**config.mk**
```make
export PLATFORM = sky130hd
export DESIGN_NAME = imem_bridge
export DESIGN_NICKNAME = d
export VERILOG_FILES = /design/src/rtl/imem_bridge.sv
export SDC_FILE = /design/constraint.sdc
export NUM_CORES = 1
export LEC_CHECK = 0
export BUFFER_PORTS_ARGS = -buffer_cell sky130_fd_sc_hd__buf_2
export CORE_MARGIN = 10
export CORE_UTILIZATION = 49
export CTS_CLUSTER_DIAMETER = 80
export DETAILED_ROUTE_END_ITERATION = 10
export PLACE_DENSITY_LB_ADDON = 0.08
export SETUP_SLACK_MARGIN = 0.5
export SLEW_MARGIN = 30
export SYNTH_ARGS = -nofsm -noshare
export SYNTH_HDL_FRONTEND = slang
export SYNTH_SLANG_ARGS = --single-unit
```
**constraint.sdc**
```tcl
create_clock -name clk -period 2.85 [get_ports clk]
set_input_delay 0 -clock clk [delete_from_list [all_inputs] [get_ports clk]]
set_output_delay 0 -clock clk [all_outputs]
set_load 0.005 [all_outputs]
```
**src/rtl/imem_bridge.sv**
```systemverilog
// imem_bridge: fetch req/gnt to valid/ready AR/R bridge with range faults, ordering and flush
module imem_bridge #(
  parameter int          NUM_REQS   = 2,
  parameter logic [31:0] ADDR_BASE  = 32'h0000_0000,
  parameter logic [31:0] ADDR_LIMIT = 32'h0000_FFFF
) (
  input  logic        clk,
  input  logic        rst,
  input  logic        instr_req_i,
  input  logic [31:0] instr_addr_i,
  output logic        instr_gnt_o,
  output logic        instr_rvalid_o,
  output logic [31:0] instr_rdata_o,
  output logic        instr_err_o,
  input  logic        flush_i,
  output logic        mem_arvalid_o,
  output logic [31:0] mem_araddr_o,
  input  logic        mem_arready_i,
  input  logic        mem_rvalid_i,
  input  logic [31:0] mem_rdata_i,
  input  logic        mem_rerr_i,
  output logic        mem_rready_o
);
  localparam int CW = $clog2(NUM_REQS + 1);
  localparam int PW = NUM_REQS > 1 ? $clog2(NUM_REQS) : 1;
  localparam logic [CW-1:0] FULL = CW'(NUM_REQS);
  logic [CW-1:0]       cnt_q;
  logic [PW-1:0]       wptr_q, rptr_q;
  logic [NUM_REQS-1:0] ferr_q, fdisc_q;
  logic                arvalid_q, rvalid_q, err_q;
  logic [31:0]         araddr_q, rdata_q;
  logic                in_range, empty, head_err, head_disc, pop, deliver;
  function automatic logic [PW-1:0] nxt(input logic [PW-1:0] p);
    return p == PW'(NUM_REQS - 1) ? '0 : p + 1'b1;
  endfunction
  // offset compare stays correct when ADDR_BASE is zero without a constant-true term
  always_comb begin
    in_range     = (instr_addr_i - ADDR_BASE) <= (ADDR_LIMIT - ADDR_BASE);
    empty        = cnt_q == '0;
    head_err     = ferr_q[rptr_q];
    head_disc    = fdisc_q[rptr_q];
    instr_gnt_o  = !rst && instr_req_i && cnt_q < FULL && (!arvalid_q || mem_arready_i);
    mem_rready_o = !empty && !head_err;
    pop          = !empty && (head_err || mem_rvalid_i);
    deliver      = pop && !head_disc && !flush_i;
  end
  always_ff @(posedge clk or posedge rst) begin
    if (rst) begin
      cnt_q     <= '0;
      wptr_q    <= '0;
      rptr_q    <= '0;
      ferr_q    <= '0;
      fdisc_q   <= '0;
      arvalid_q <= 1'b0;
      araddr_q  <= '0;
      rvalid_q  <= 1'b0;
      rdata_q   <= '0;
      err_q     <= 1'b0;
    end else begin
      if (flush_i) fdisc_q <= '1;
      if (instr_gnt_o) begin
        ferr_q[wptr_q]  <= !in_range;
        fdisc_q[wptr_q] <= 1'b0;
        wptr_q          <= nxt(wptr_q);
      end
      if (pop) rptr_q <= nxt(rptr_q);
      cnt_q    <= cnt_q + CW'(instr_gnt_o) - CW'(pop);
      rvalid_q <= deliver;
      if (deliver) begin
        rdata_q <= head_err ? '0 : mem_rdata_i;
        err_q   <= head_err | mem_rerr_i;
      end
      if (instr_gnt_o && in_range) begin
        arvalid_q <= 1'b1;
        araddr_q  <= {instr_addr_i[31:2], 2'b00};
      end else if (mem_arready_i) arvalid_q <= 1'b0;
    end
  end
  assign instr_rvalid_o = rvalid_q;
  assign instr_rdata_o  = rdata_q;
  assign instr_err_o    = err_q;
  assign mem_arvalid_o  = arvalid_q;
  assign mem_araddr_o   = araddr_q;
  a_no_orphan_rvalid: assert property (@(posedge clk) disable iff (rst) !(mem_rvalid_i && empty));
endmodule
```
# Word level (Yosys, flattened, before mapping)
# Index checks and enable logic that the tools add are counted.
# Widths: inputs -> output; s select.
# word_totals
input_bits,71
mem_count,0
output_inout_bits,69
ramBits,0
mem_bits_ro,0
regBits,73
latchBits,0
wordCells,56
# op_classes
n_eq_ne,0
reduce_logical,20
addsub,4
muxes,14
bitwise,3
order_cmp,5
n_div,0
shifts,0
multipliers,0
# ops
op,n
$le 32x16->1 const B,1
$mux 32,1
$logic_and 1x1->1,9
$mux 1,9
$logic_not 1->1,7
$lt 1x2->1 const B,2
$mux 2,2
$add 1x1->1 const B,2
$add 2x1->2,1
$and 2x2->2,1
$bwmux 2,1
$logic_not 2->1,1
$logic_or 1x1->1,2
$lt 2x2->1 const B,1
$not 2->2,1
$reduce_bool 2->1,1
$sub 2x1->2,1
$demux 1 s1,1
$ge 1x1->1 const B,1
$or 1x1->1,1

# Logic depth before layout (Yosys ltp)
# Gate-level depths: netlist of run 1.
# depth
word_depth,7
mapped_depth,6

# Least setup slack after synthesis of run 1
# OpenSTA, ideal clock, no wires.
# synth_timing
kind,register to register
from,register rptr_q
to,register rdata_q[19] (netlist: instr_rdata_o[19])
arrival_ps,1589
stages_incl_launch_ff,7
setup_slack_ps,1126
t_required_ps,2715
setup_time_ps,135
cell_sequence,dfrtp_1 mux2_2 a2111o_1 buf_2 buf_2 nand2_1 o21ai_0
# synth_via
elab_chain_len,6
elab_cells_between_ends,10
# synth_lines
item,line_no,text
"start, declared",28,"logic [PW-1:0] wptr_q, rptr_q;"
"start signal, assigned",66,if (pop) rptr_q <= nxt(rptr_q);
$mux 1 (not written as such) (2 in series),40,head_err = ferr_q[rptr_q];
$logic_or 1x1->1,44,pop = !empty && (head_err || mem_rvalid_i);
$logic_and 1x1->1,44,
$logic_and 1x1->1 (2 in series),45,deliver = pop && !head_disc && !flush_i;
"end signal, assigned",70,rdata_q <= head_err ? '0 : mem_rdata_i;
"end, declared",31,"logic [31:0] araddr_q, rdata_q;"
# Several ways; a longest one is shown, not always the timed one. The select of a mux whose other input is x is not followed.
# A chain may end at the register's enable or synchronous reset.

# Final worst setup path of run 1
# layout_timing
from,register rptr_q
to,register cnt_q[1]
# layout_via
elab_chain_len,5
# layout_lines
item,line_no,text
$mux 1 (not written as such) (2 in series),40,
$logic_or 1x1->1,44,
$logic_and 1x1->1,44,
net pop,32,"logic in_range, empty, head_err, head_disc, pop, deliver;"
$sub 2x1->2,67,cnt_q <= cnt_q + CW'(instr_gnt_o) - CW'(pop);
"end signal, assigned",67,
"end, declared",27,logic [CW-1:0] cnt_q;
# The timed path passes the listed nets, and every way through them passes these cells. The select of a mux whose other input is x is not followed.

==> reports/qor.log, run 1 <==
[clock_network] H-tree levels 3
[timing] slew at the pin closest to its max-slew limit 775.2 ps
[finish] most frequent cells in the layout 135 x buf_2, 73 x dfrtp_1, 66 x nand2_1
[critical_path] slowest stage cell, crit path dfrtp_1
[grt] global routing met1 resource utilization 19.35%
[synthesis] library cell occupying the most area in the post-synthesis netlist dfrtp_1
[timing] max-slew violation total from the final report 0
[routing] Initial DRC Count 83
[die] standard cell core area 5540 um2
[min_path] worst min-delay path endpoint mem_arvalid_o
[routing] remaining antenna violation count 0
[timing] share of the clock period used by the worst path 71.04%
[die] number of placed I/O pins 140
[critical_path] worst r2r dst cnt_q[1]
[grt] most crowded layer after global routing met2
[clock_network] CTS tree yes
[timing] time the final worst path needs with I/O delays and setup 2025 ps
[grt] total routing resource utilization after global routing 18.00%
[routing] Vias/cell 4.676
[die] total number of placement rows 27
[critical_path] kind of end point of the critical path register
[die] area of the die 9167 um2
[placement] Detailed Place HPWL 5.371 mm
[critical_path] RR Startpoint rptr_q
[timing] setup TNS after final layout 0 ps
[synthesis] Syn Std Cell Area 2811 um2
[min_path] worst hold stages 4
[die] effective utilization at floorplan 50.75%
[grt] vias in the first global route 2568
[clock_network] deepest clock path buffer count 2
[critical_path] critical setup path kind register to register
[die] height of the die 95.75 um
[grt] number of antenna violations at the first check in global routing 0
[finish] number of antenna cells inserted 0
[min_path] launch point of the worst hold path instr_addr_i[24]
[critical_path] critical path launch point type register
[placement] gp weighted congestion 0.7382
[timing] largest clock skew in the final design 6.729 ps
[routing] count of TritonRoute iterations in the first routing pass 4
[job] max-cap check violation count 0
[grt] met2 demand-to-capacity share in global routing 30.98%
[timing] f_max 0.4939 GHz
[critical_path] highest cell delay on the worst timing path 480 ps
[power] peak ir drop on the vdd network 581.2 uV
[critical_path] required time of the critical path 3070 ps
[power] leakage component of the power 0.002323 uW
[die] width of the die 95.75 um
[clock_network] post-CTS clock slew at the launch and capture registers of the worst setup and hold paths 70 ps
[grt] GR Overflow Total 0
[clock_network] Num Clock Sinks 73
[grt] met3 Resource Use GR 6.926%
[critical_path] register-to-register setup slack 830 ps
[synthesis] #FFs+latches synth 73
[synthesis] number of distinct library cell variants in the gate-level netlist after synthesis 22
[clock_network] Num CTS Buffers 9
[timing] setup repair after global routing missed its margin false
[min_path] type of the tightest min-delay check primary input to register
[power] total power divided by cell area 754.8 nW/um2
[critical_path] depth of the worst register-to-register path 7
[run_status] result of the run completed
[placement] port buffer count 135
[critical_path] arrival time of data at the critical path endpoint 2250 ps
[critical_path] most repeated library cell on the critical path ha_1
[routing] DRT Wirelength 8.119 mm
[grt] global-route wire length before repair 12.83 mm
[finish] most frequent standard cell in the layout excluding fill and tap cells buf_2
[synthesis] number of instances in the synthesized netlist 254
[power] PnR Total Power 3278 uW
[routing] Vias 2427
[timing] final setup vio count 0
[critical_path] largest driver fanout on the critical path 33
[routing] drc violations 0
[critical_path] sequence of cells on the critical path mux2i_4, buf_4, a21oi_1, ha_1, inv_1, ha_1, xnor2_1
[synthesis] Mean Syn Cell Area 11.07 um2
[routing] routed wirelength normalized by instance count 15.64 um
[clock_network] post_cts resized 0
[synthesis] portion of synthesized cell area occupied by the leading cell type 64.98%
[finish] ratio of cells with drive above 1 in the final layout 39.60%
[clock_network] Worst-Skew Late Latency 330 ps
[clock_network] root buffer cell clkbuf_8
[synthesis] Warnings, synthesis 0
[finish] net count of the finished layout 515
[synthesis] dominant cells by area after synthesis dfrtp_1 65%, nand2_1 8.8%, mux2_2 7.2%, o21ai_0 6.1%, nor2b_1 3.6%
[finish] area added between synthesis and finish 54.47%
[timing] Final Hold Viols 0
[timing] Max transition margin 48.26%
[synthesis] sequential element share of the synthesized area 64.98%
[grt] maximum number of pins on one net before global-route repair 68
-- repair_timing --
action                                 CTS  global route
buffers inserted                         0             0
endpoints found under the hold margin   70             0
hold buffers                            50             0
-- metrics by stage --
step / instances / hold slack [ps] / instance area (um2) / worst slack [ps] / util, %
finish: 519 / 91.07 / 4343 / 825.4 / 78.39
global route: 519 / 111.4 / 4343 / 653.2 / 78.39
CTS: 518 / 73.98 / 4323 / 680.7 / 78.03
detailed placement: 452 / 44.78 / 3563 / 695.8 / 64.32
global placement: 452 / 44.86 / 3563 / 748.4 / 64.32
floorplan: 255 / 129.9 / 2815 / 996.7 / -
-- metal layers --
layer / part of all wire, % / wire (um)
met4: 2.1 / 168
met5: 0 / 0
met1: 37 / 3034
met3: 9.7 / 786
met2: 51 / 4129
-- final cells by class --
| cell class | instances | area, um2 |
|---|---|---|
| Clock buffer | 11 | 131.4 |
| Multi-Input combinational cell | 161 | 910.9 |
| Sequential cell | 73 | 1827 |
| Timing Repair Buffer | 191 | 1234 |
| Fill cell | 359 | 1197 |
| Inverter | 6 | 22.52 |
| Clock inverter | 5 | 127.6 |
| Tap cell | 72 | 90.09 |
-- worst max-delay path by stage --
stage | slack [ps] | startpoint | to
floorplan | 1000 | rst | cnt_q[0]
CTS | 680 | rptr_q | instr_rdata_o[22]
global route | 650 | rptr_q | cnt_q[1]
global placement | 750 | rptr_q | instr_rdata_o[28]
detailed placement | 700 | rptr_q | instr_rdata_o[30]
finish | 830 | rptr_q | cnt_q[1]
-- state kept, by name, summed over array words and instances, names as in the netlist --
name / flops
cnt_q: 2
fdisc_q: 2
ferr_q: 2
instr_err_o: 1
instr_rdata_o: 32
instr_rvalid_o: 1
mem_araddr_o: 30
mem_arvalid_o: 1
rptr_q: 1
wptr_q: 1
-- worst max-delay path: cells and delay by family (launching register included) --
kind,cells,cell delay (ps)
xor+xnor,1,120
compound gates,1,180
flops,1,480
buf+inv,2,390
mux,1,270
fa+ha+maj,2,470
-- synthesized netlist by cell type --
cell / instances
a2111o_1: 1
xnor2_1: 3
xor2_1: 1
o21a_1: 1
mux2_2: 18
nand2b_1: 1
nand4_1: 1
mux2i_1: 1
o21ai_0: 34
ha_1: 2
buf_2: 6
buf_4: 2
clkbuf_1: 7
nor2_1: 8
nor2b_1: 16
a21oi_1: 1
inv_1: 6
nor4_1: 4
nand3_1: 1
dfrtp_1: 73
nand2_1: 66
conb_1: 1
-- cells by family (layout without fill, tap and decap cells) --
logic type	count (synthesis)	in the layout	share of synthesized area [%]
DFF	73	73	64.98
AOI/OAI and AO/OA	37	37	6.898
xor gates and xnor gates	4	4	1.246
buffers and inverters	21	213	3.338
muxes	19	19	7.566
other	1	2	0.1334
and+or+nand+nor	97	97	14.95
adders and majority gates	2	2	0.8899
-- power by group --
group	switching, uW	total (uW)	internal (uW)
clock	367	1040	671
combinational	409	805	396
sequential	149	1440	1290
Note: power is estimated with default switching activity, not from simulation.
==> run 2, diff against run 1 <==
--- a/config.mk
+++ b/config.mk
@@ -7,7 +7,7 @@
 export LEC_CHECK = 0
 export BUFFER_PORTS_ARGS = -buffer_cell sky130_fd_sc_hd__buf_2
 export CORE_MARGIN = 10
-export CORE_UTILIZATION = 49
+export CORE_UTILIZATION = 45
 export CTS_CLUSTER_DIAMETER = 80
 export DETAILED_ROUTE_END_ITERATION = 10
 export PLACE_DENSITY_LB_ADDON = 0.08
==> constraint.sdc (replaced) <==
create_clock -name clk -period 1.9 [get_ports clk]
set_input_delay 0 -clock clk [delete_from_list [all_inputs] [get_ports clk]]
set_output_delay 0 -clock clk [all_outputs]
set_load 0.005 [all_outputs]
==> run 2 against run 1 <==
Against the previous run:
- clock skew is 1.6 ps higher
- global-route usage shrank 0.68 points
- core utilization shrank 1.5 points
- final area up 6.1%
- via count grew 2.1%
- fmax rose by 22%
- sequential share of layout area fell by 2.4 points
- worst hold slack worse by 2.2 ps
- first-iteration DRC count is 19% higher
- sequential power up 49%
- flip-flop and latch count stayed put
- final cell count increased by 3.1%
==> reports/qor.log, run 2 (synthesis gave the netlist of run 1 again) <==
[run_status] result of the run completed
[die] width of the die 99.04 um [+3.4%]
[timing] time the final worst path needs with I/O delays and setup 1655 ps [-370.0 ps]
[critical_path] sequence of cells on the critical path mux2_2, a2111o_2, buf_12, o21ai_0
[critical_path] worst r2r dst instr_rdata_o[26]
[power] peak ir drop on the vdd network 858.5 uV [+48%]
[routing] routed wirelength normalized by instance count 16.20 um [+3.5%]
[die] number of placed I/O pins 140 [unchanged]
[critical_path] depth of the worst register-to-register path 4 [-3]
[min_path] worst min-delay path endpoint wptr_q
[job] max-cap check violation count 0 [unchanged]
[finish] flip-flop count of the largest register after layout 32 [unchanged]
[critical_path] largest driver fanout on the critical path 47 [+42%]
[routing] remaining antenna violation count 0 [unchanged]
[timing] setup repair after global routing missed its margin true
[timing] Final Hold Viols 0 [unchanged]
[routing] Vias 2478 [+2.1%]
[routing] DRT Wirelength 8.665 mm [+6.7%]
[placement] Detailed Place HPWL 5.497 mm [+2.3%]
[min_path] worst hold stages 4 [unchanged]
[routing] Initial DRC Count 99 [+19%]
[die] total number of placement rows 28 [+3.7%]
[grt] maximum number of pins on one net before global-route repair 57 [-16%]
[finish] final core utilization 76.88% [-1.5 points]
[clock_network] H-tree levels 3 [unchanged]
[finish] count of filler cells inserted in the layout 410 [+14%]
[placement] gp weighted congestion 0.7218 [-2.2%]
[min_path] launch point of the worst hold path instr_req_i
[timing] largest clock skew in the final design 8.285 ps [+1.555 ps]
[grt] total routing resource utilization after global routing 17.32% [-0.68 points]
[finish] most frequent standard cell in the layout excluding fill and tap cells buf_2
[critical_path] highest cell delay on the worst timing path 430 ps [-50 ps]
[die] height of the die 99.04 um [+3.4%]
[grt] vias in the first global route 2712 [+5.6%]
[routing] drc violations 0 [unchanged]
[critical_path] slowest stage cell, crit path dfrtp_2
[grt] GR Overflow Total 0 [unchanged]
[timing] max-slew violation total from the final report 0 [unchanged]
[finish] number of antenna cells inserted 0 [unchanged]
[power] total power divided by cell area 1021 nW/um2 [+35%]
[finish] net count of the finished layout 528 [+2.5%]
[grt] number of antenna violations at the first check in global routing 0 [unchanged]
[clock_network] CTS tree yes
[timing] share of the clock period used by the worst path 87.09% [+16 points]
[finish] area added between synthesis and finish 63.82%
[routing] Vias/cell 4.632 [-0.95%]
[power] leakage component of the power 0.002393 uW [+3.0%]
[clock_network] deepest clock path buffer count 2 [unchanged]
[critical_path] kind of end point of the critical path register
[die] standard cell core area 5991 um2 [+8.1%]
[critical_path] critical setup path kind register to register
[timing] f_max 0.6044 GHz [+22%]
[grt] global-route wire length before repair 13.81 mm [+7.7%]
[timing] final setup vio count 0 [unchanged]
[clock_network] Num CTS Buffers 9 [unchanged]
[timing] Final Hold Slack 88.84 ps [-2.231 ps]
[critical_path] critical path launch point type register
[placement] port buffer count 135 [unchanged]
[min_path] type of the tightest min-delay check primary input to register
[finish] ratio of cells with drive above 1 in the final layout 45.22% [+5.6 points]
[die] effective utilization at floorplan 46.93% [-3.8 points]
[critical_path] RR Startpoint rptr_q
[routing] count of TritonRoute iterations in the first routing pass 6 [+2]
[die] area of the die 9809 um2 [+7.0%]
[clock_network] root buffer cell clkbuf_8
[clock_network] Worst-Skew Late Latency 330 ps [about the same]
[timing] setup TNS after final layout 0 ps [unchanged]
[clock_network] post-CTS clock slew at the launch and capture registers of the worst setup and hold paths 70 ps [about the same]
[critical_path] required time of the critical path 2140 ps [-930 ps]
[finish] most frequent cells in the layout 135 x buf_2, 72 x dfrtp_1, 66 x nand2_1
[critical_path] register-to-register setup slack 250 ps [-580 ps]
[critical_path] arrival time of data at the critical path endpoint 1900 ps [-350 ps]
[clock_network] Num Clock Sinks 73 [unchanged]
-- run 2: cell count changes in the layout (fill, tap and decap cells not counted), moves of 4 or more --
cell	before	now
mux2_2	18	4
mux2_4	0	14
nor2b_1	16	9
nor2b_4	0	7
o21ai_0	34	27
o21ai_1	0	7
buf_4	5	9
buf_6	0	4
bufinv_16	4	0
-- run 2: layout make-up --
class	instances	area (um2)	share of cell area [%]
clock buffers	12	165.2	3.586
clock inverters	4	26.28	0.5705
inverters	6	28.78	0.6248
multi-input cells	161	1055	22.90
flip-flops and latches	73	1828	39.69
well taps	75	93.84	2.037
repair buffers	204	1409	30.59
-- run 2: per-layer routing --
metal  vias to the layer above  GRT usage (%)  part of all wire [%]
met5                         -              0                     0
met3                        18          6.774                   8.0
met4                         0          5.954                   1.8
met2                        88          28.91                    50
met1                      1150          19.73                    40
li1                       1222              -                     -
-- run 2: what timing repair did --
item | in CTS | in global routing
cloned | 2 | 1
endpoints found under the setup margin | 65 | 68
resized for setup | 20 | 34
hold buffers | 50 | 0
buffers inserted | 5 | 4
pin swaps | 6 | 3
endpoints found under the hold margin | 67 | 0
-- run 2: report_power, final --
| group | internal, uW | switching, uW | leakage, uW |
|---|---|---|---|
| Sequential | 1930 | 221 | 0.000980 |
| Clock | 579 | 558 | 0.0000984 |
| Combinational | 721 | 691 | 0.00131 |
-- run 2: worst max-delay path by stage --
stage,from,end,slack (ps),depth (start not counted)
floorplan,rptr_q,instr_err_o,270,6
detailed placement,rptr_q,instr_rdata_o[28],160,4
finish,rptr_q,instr_rdata_o[26],250,4
global route,rptr_q,instr_rdata_o[23],160,5
CTS,rptr_q,instr_rdata_o[20],250,5
global placement,rptr_q,instr_rdata_o[12],230,5
-- run 2: metrics by stage --
step | power, uW | instance area (um2) | worst slack (ps) | cells
2_1_floorplan | 2737 | 2848 | 269.4 | 255
3_3_place_gp | 3287 | 3616 | 234.8 | 457
3_5_place_dp | 3341 | 3616 | 161.8 | 457
4_1_cts | 4672 | 4417 | 245.7 | 530
5_1_grt | 5056 | 4606 | 160.0 | 535
6_report | 4702 | 4606 | 245.3 | 535
-- run 2: critical path, delay by kind of cell (launching register included) --
family	cells	cell delay [ps]
buffers and inverters	1	190
AOI/OAI and AO/OA	2	590
DFF	1	430
muxes	1	350
==> run 3, diff against run 2 <==
--- a/config.mk
+++ b/config.mk
@@ -7,7 +7,8 @@
 export LEC_CHECK = 0
 export BUFFER_PORTS_ARGS = -buffer_cell sky130_fd_sc_hd__buf_2
 export CORE_MARGIN = 10
-export CORE_UTILIZATION = 45
+export CORE_UTILIZATION = 47
+export CTS_BUF_LIST = sky130_fd_sc_hd__clkbuf_4
 export CTS_CLUSTER_DIAMETER = 80
 export DETAILED_ROUTE_END_ITERATION = 10
 export PLACE_DENSITY_LB_ADDON = 0.08
@@ -16,3 +17,4 @@
 export SYNTH_ARGS = -nofsm -noshare
 export SYNTH_HDL_FRONTEND = slang
 export SYNTH_SLANG_ARGS = --single-unit
+export TNS_END_PERCENT = 100
==> run 3 against run 2 <==
Against the previous run:
- register-to-register slack got worse by 40 ps
- critical endpoint is now instr_rdata_o[30]
- flip-flop and latch count stayed put
- setup slack lost 37 ps
- clock power shrank 30%
- clock skew up 3.6 ps
- fmax shrank 2.2%
- sequential power barely moved
- wire length is 8.9% lower
- via count decreased by 0.56%
- final cell count down 0.75%
==> reports/qor.log, run 3 (synthesis gave the netlist of run 1 again) <==
[timing] time the final worst path needs with I/O delays and setup 1691 ps [+36.76 ps]
[critical_path] RR Startpoint rptr_q
[placement] port buffer count 135 [unchanged]
[routing] count of TritonRoute iterations in the first routing pass 4 [-2]
[die] number of placed I/O pins 140 [unchanged]
[routing] Initial DRC Count 31 [-69%]
[routing] drc violations 0 [unchanged]
[critical_path] critical path launch point type register
[grt] number of antenna violations at the first check in global routing 0 [unchanged]
[finish] net count of the finished layout 524 [-0.76%]
[finish] most frequent standard cell in the layout excluding fill and tap cells buf_2
[grt] maximum number of pins on one net before global-route repair 68 [+19%]
[min_path] worst hold stages 4 [unchanged]
[die] effective utilization at floorplan 48.05% [+1.1 points]
[timing] slew at the pin closest to its max-slew limit 520.4 ps
[power] peak ir drop on the vdd network 661.2 uV [-23%]
[grt] global-route wire length before repair 12.56 mm [-9.1%]
[critical_path] critical setup path kind register to register
[run_status] result of the run completed
[routing] routed wirelength normalized by instance count 14.86 um [-8.2%]
[timing] share of the clock period used by the worst path 89.02% [+1.9 points]
[finish] most frequent cells in the layout 135 x buf_2, 72 x dfrtp_1, 66 x nand2_1
[job] max-cap check violation count 0 [unchanged]
[clock_network] H-tree levels 3 [unchanged]
[clock_network] CTS tree yes
[timing] f_max 0.5912 GHz [-2.2%]
[min_path] type of the tightest min-delay check primary input to register
[finish] area added between synthesis and finish 57.28%
[critical_path] arrival time of data at the critical path endpoint 1980 ps [+80 ps]
[placement] pre-CTS worst setup slack 185.9 ps [+24.11 ps]
[placement] cell area after placement 3613 um2 [about the same]
[grt] total routing resource utilization after global routing 16.19% [-1.1 points]
[die] total number of placement rows 28 [unchanged]
[timing] worst path setup slack after routing 208.6 ps [-36.76 ps]
[grt] vias in the first global route 2508 [-7.5%]
[power] leakage component of the power 0.002331 uW [-2.6%]
[critical_path] kind of end point of the critical path register
[critical_path] worst r2r dst instr_rdata_o[30]
[min_path] worst min-delay path endpoint mem_arvalid_o
[critical_path] required time of the critical path 2180 ps [+40 ps]
[die] area of the die 9475 um2 [-3.4%]
[grt] GR Overflow Total 0 [unchanged]
[critical_path] CP startpoint rptr_q
[placement] Detailed Place HPWL 5.253 mm [-4.4%]
[routing] remaining antenna violation count 0 [unchanged]
[clock_network] post-CTS clock slew at the launch and capture registers of the worst setup and hold paths 110 ps [+40 ps]
[critical_path] depth of the worst register-to-register path 5 [+1]
[clock_network] Num CTS Buffers 9 [unchanged]
[critical_path] largest driver fanout on the critical path 33 [-30%]
[placement] gp weighted congestion 0.7436 [+3.0%]
[die] standard cell core area 5851 um2 [-2.3%]
[routing] Vias/cell 4.640 [+0.18%]
[die] height of the die 97.34 um [-1.7%]
[finish] final cell area excluding filler cells 4422 um2 [-4.0%]
[timing] setup repair after global routing missed its margin true
[routing] DRT Wirelength 7.892 mm [-8.9%]
[finish] number of antenna cells inserted 0 [unchanged]
[clock_network] Worst-Skew Late Latency 400 ps [+70 ps]
[clock_network] root buffer cell clkbuf_4
[critical_path] register-to-register setup slack 210 ps [-40 ps]
[timing] Max transition margin 65.23%
[timing] setup TNS after final layout 0 ps [unchanged]
[timing] Final Hold Viols 0 [unchanged]
[timing] max-slew violation total from the final report 0 [unchanged]
[clock_network] Num Clock Sinks 73 [unchanged]
[finish] ratio of cells with drive above 1 in the final layout 42.54% [-2.7 points]
[timing] largest clock skew in the final design 11.93 ps [+3.644 ps]
[clock_network] deepest clock path buffer count 2 [unchanged]
[finish] flip-flop count of the largest register after layout 32 [unchanged]
[min_path] launch point of the worst hold path instr_addr_i[24]
[power] total power divided by cell area 994.1 nW/um2 [-2.6%]
[routing] Vias 2464 [-0.56%]
[die] width of the die 97.34 um [-1.7%]
[timing] final setup vio count 0 [unchanged]
-- run 3: cell count changes in the layout (fill, tap and decap cells not counted), moves of 2 or more --
cell and delta:
mux2_2 +13, mux2_4 -13, clkbuf_4 +12, clkbuf_8 -12, nor2b_1 +7, nor2b_4 -7
buf_4 -4, o21ai_0 -4, o21ai_1 +4, clkinv_1 +2, dlygate4sd3_1 +2
-- run 3: per-stage QoR --
step,hold slack [ps],util (%),total power [uW],cells
6_report,39.43,75.58,4395,531
3_5_place_dp,81.72,61.76,3315,455
4_1_cts,24.17,74.10,4278,529
3_3_place_gp,77.35,61.76,3254,455
2_1_floorplan,129.9,-,2737,255
5_1_grt,86.55,75.58,4735,531
-- run 3: how the worst max path moves through the flow --
stage | endpoint | slack (ps) | cells after the start
6_report | instr_rdata_o[30] | 210 | 5
5_1_grt | instr_rdata_o[23] | 170 | 5
4_1_cts | instr_rdata_o[6] | 230 | 5
3_5_place_dp | instr_rdata_o[6] | 190 | 5
3_3_place_gp | instr_rdata_o[25] | 220 | 5
2_1_floorplan | instr_err_o | 270 | 6
-- run 3: power by group --
part | switching, uW | internal, uW | leakage (uW)
logic | 698 | 754 | 0.00129
clock network | 496 | 304 | 0.0000624
registers | 214 | 1930 | 0.000980
total | 1410 | 2990 | 0.00233
-- run 3: cell type report --
| type | count | area, um2 |
|---|---|---|
| inverter | 6 | 28.78 |
| fill | 423 | 1429 |
| multi-input combinational | 161 | 980.9 |
| tap | 75 | 93.84 |
| clock buffer | 12 | 90.09 |
| timing repair buffer | 200 | 1380 |
| sequential | 73 | 1828 |
| clock inverter | 4 | 20.02 |
-- run 3: metal layers --
metal | track usage [%] | share of wire (%) | vias up
li1 | - | - | 1217
met1 | 18.97 | 42 | 1149
met2 | 26.34 | 49 | 87
met3 | 6.188 | 7.4 | 11
met4 | 6.040 | 1.4 | 0
met5 | 0 | 0 | -
-- run 3: critical path: stages, from the launching register on --
cell	delay (ps)
dfrtp_2	440
mux2_2	340
a2111o_2	410
clkbuf_16	220
nand2_1	70
o21ai_0	80
-- run 3: what timing repair did --
item	in CTS	in global routing
hold endpoints to repair	73	0
setup endpoints to repair	51	69
buffers inserted	5	1
gates resized for setup	5	25
gates cloned	1	1
hold buffers	52	0
pin swaps	4	5
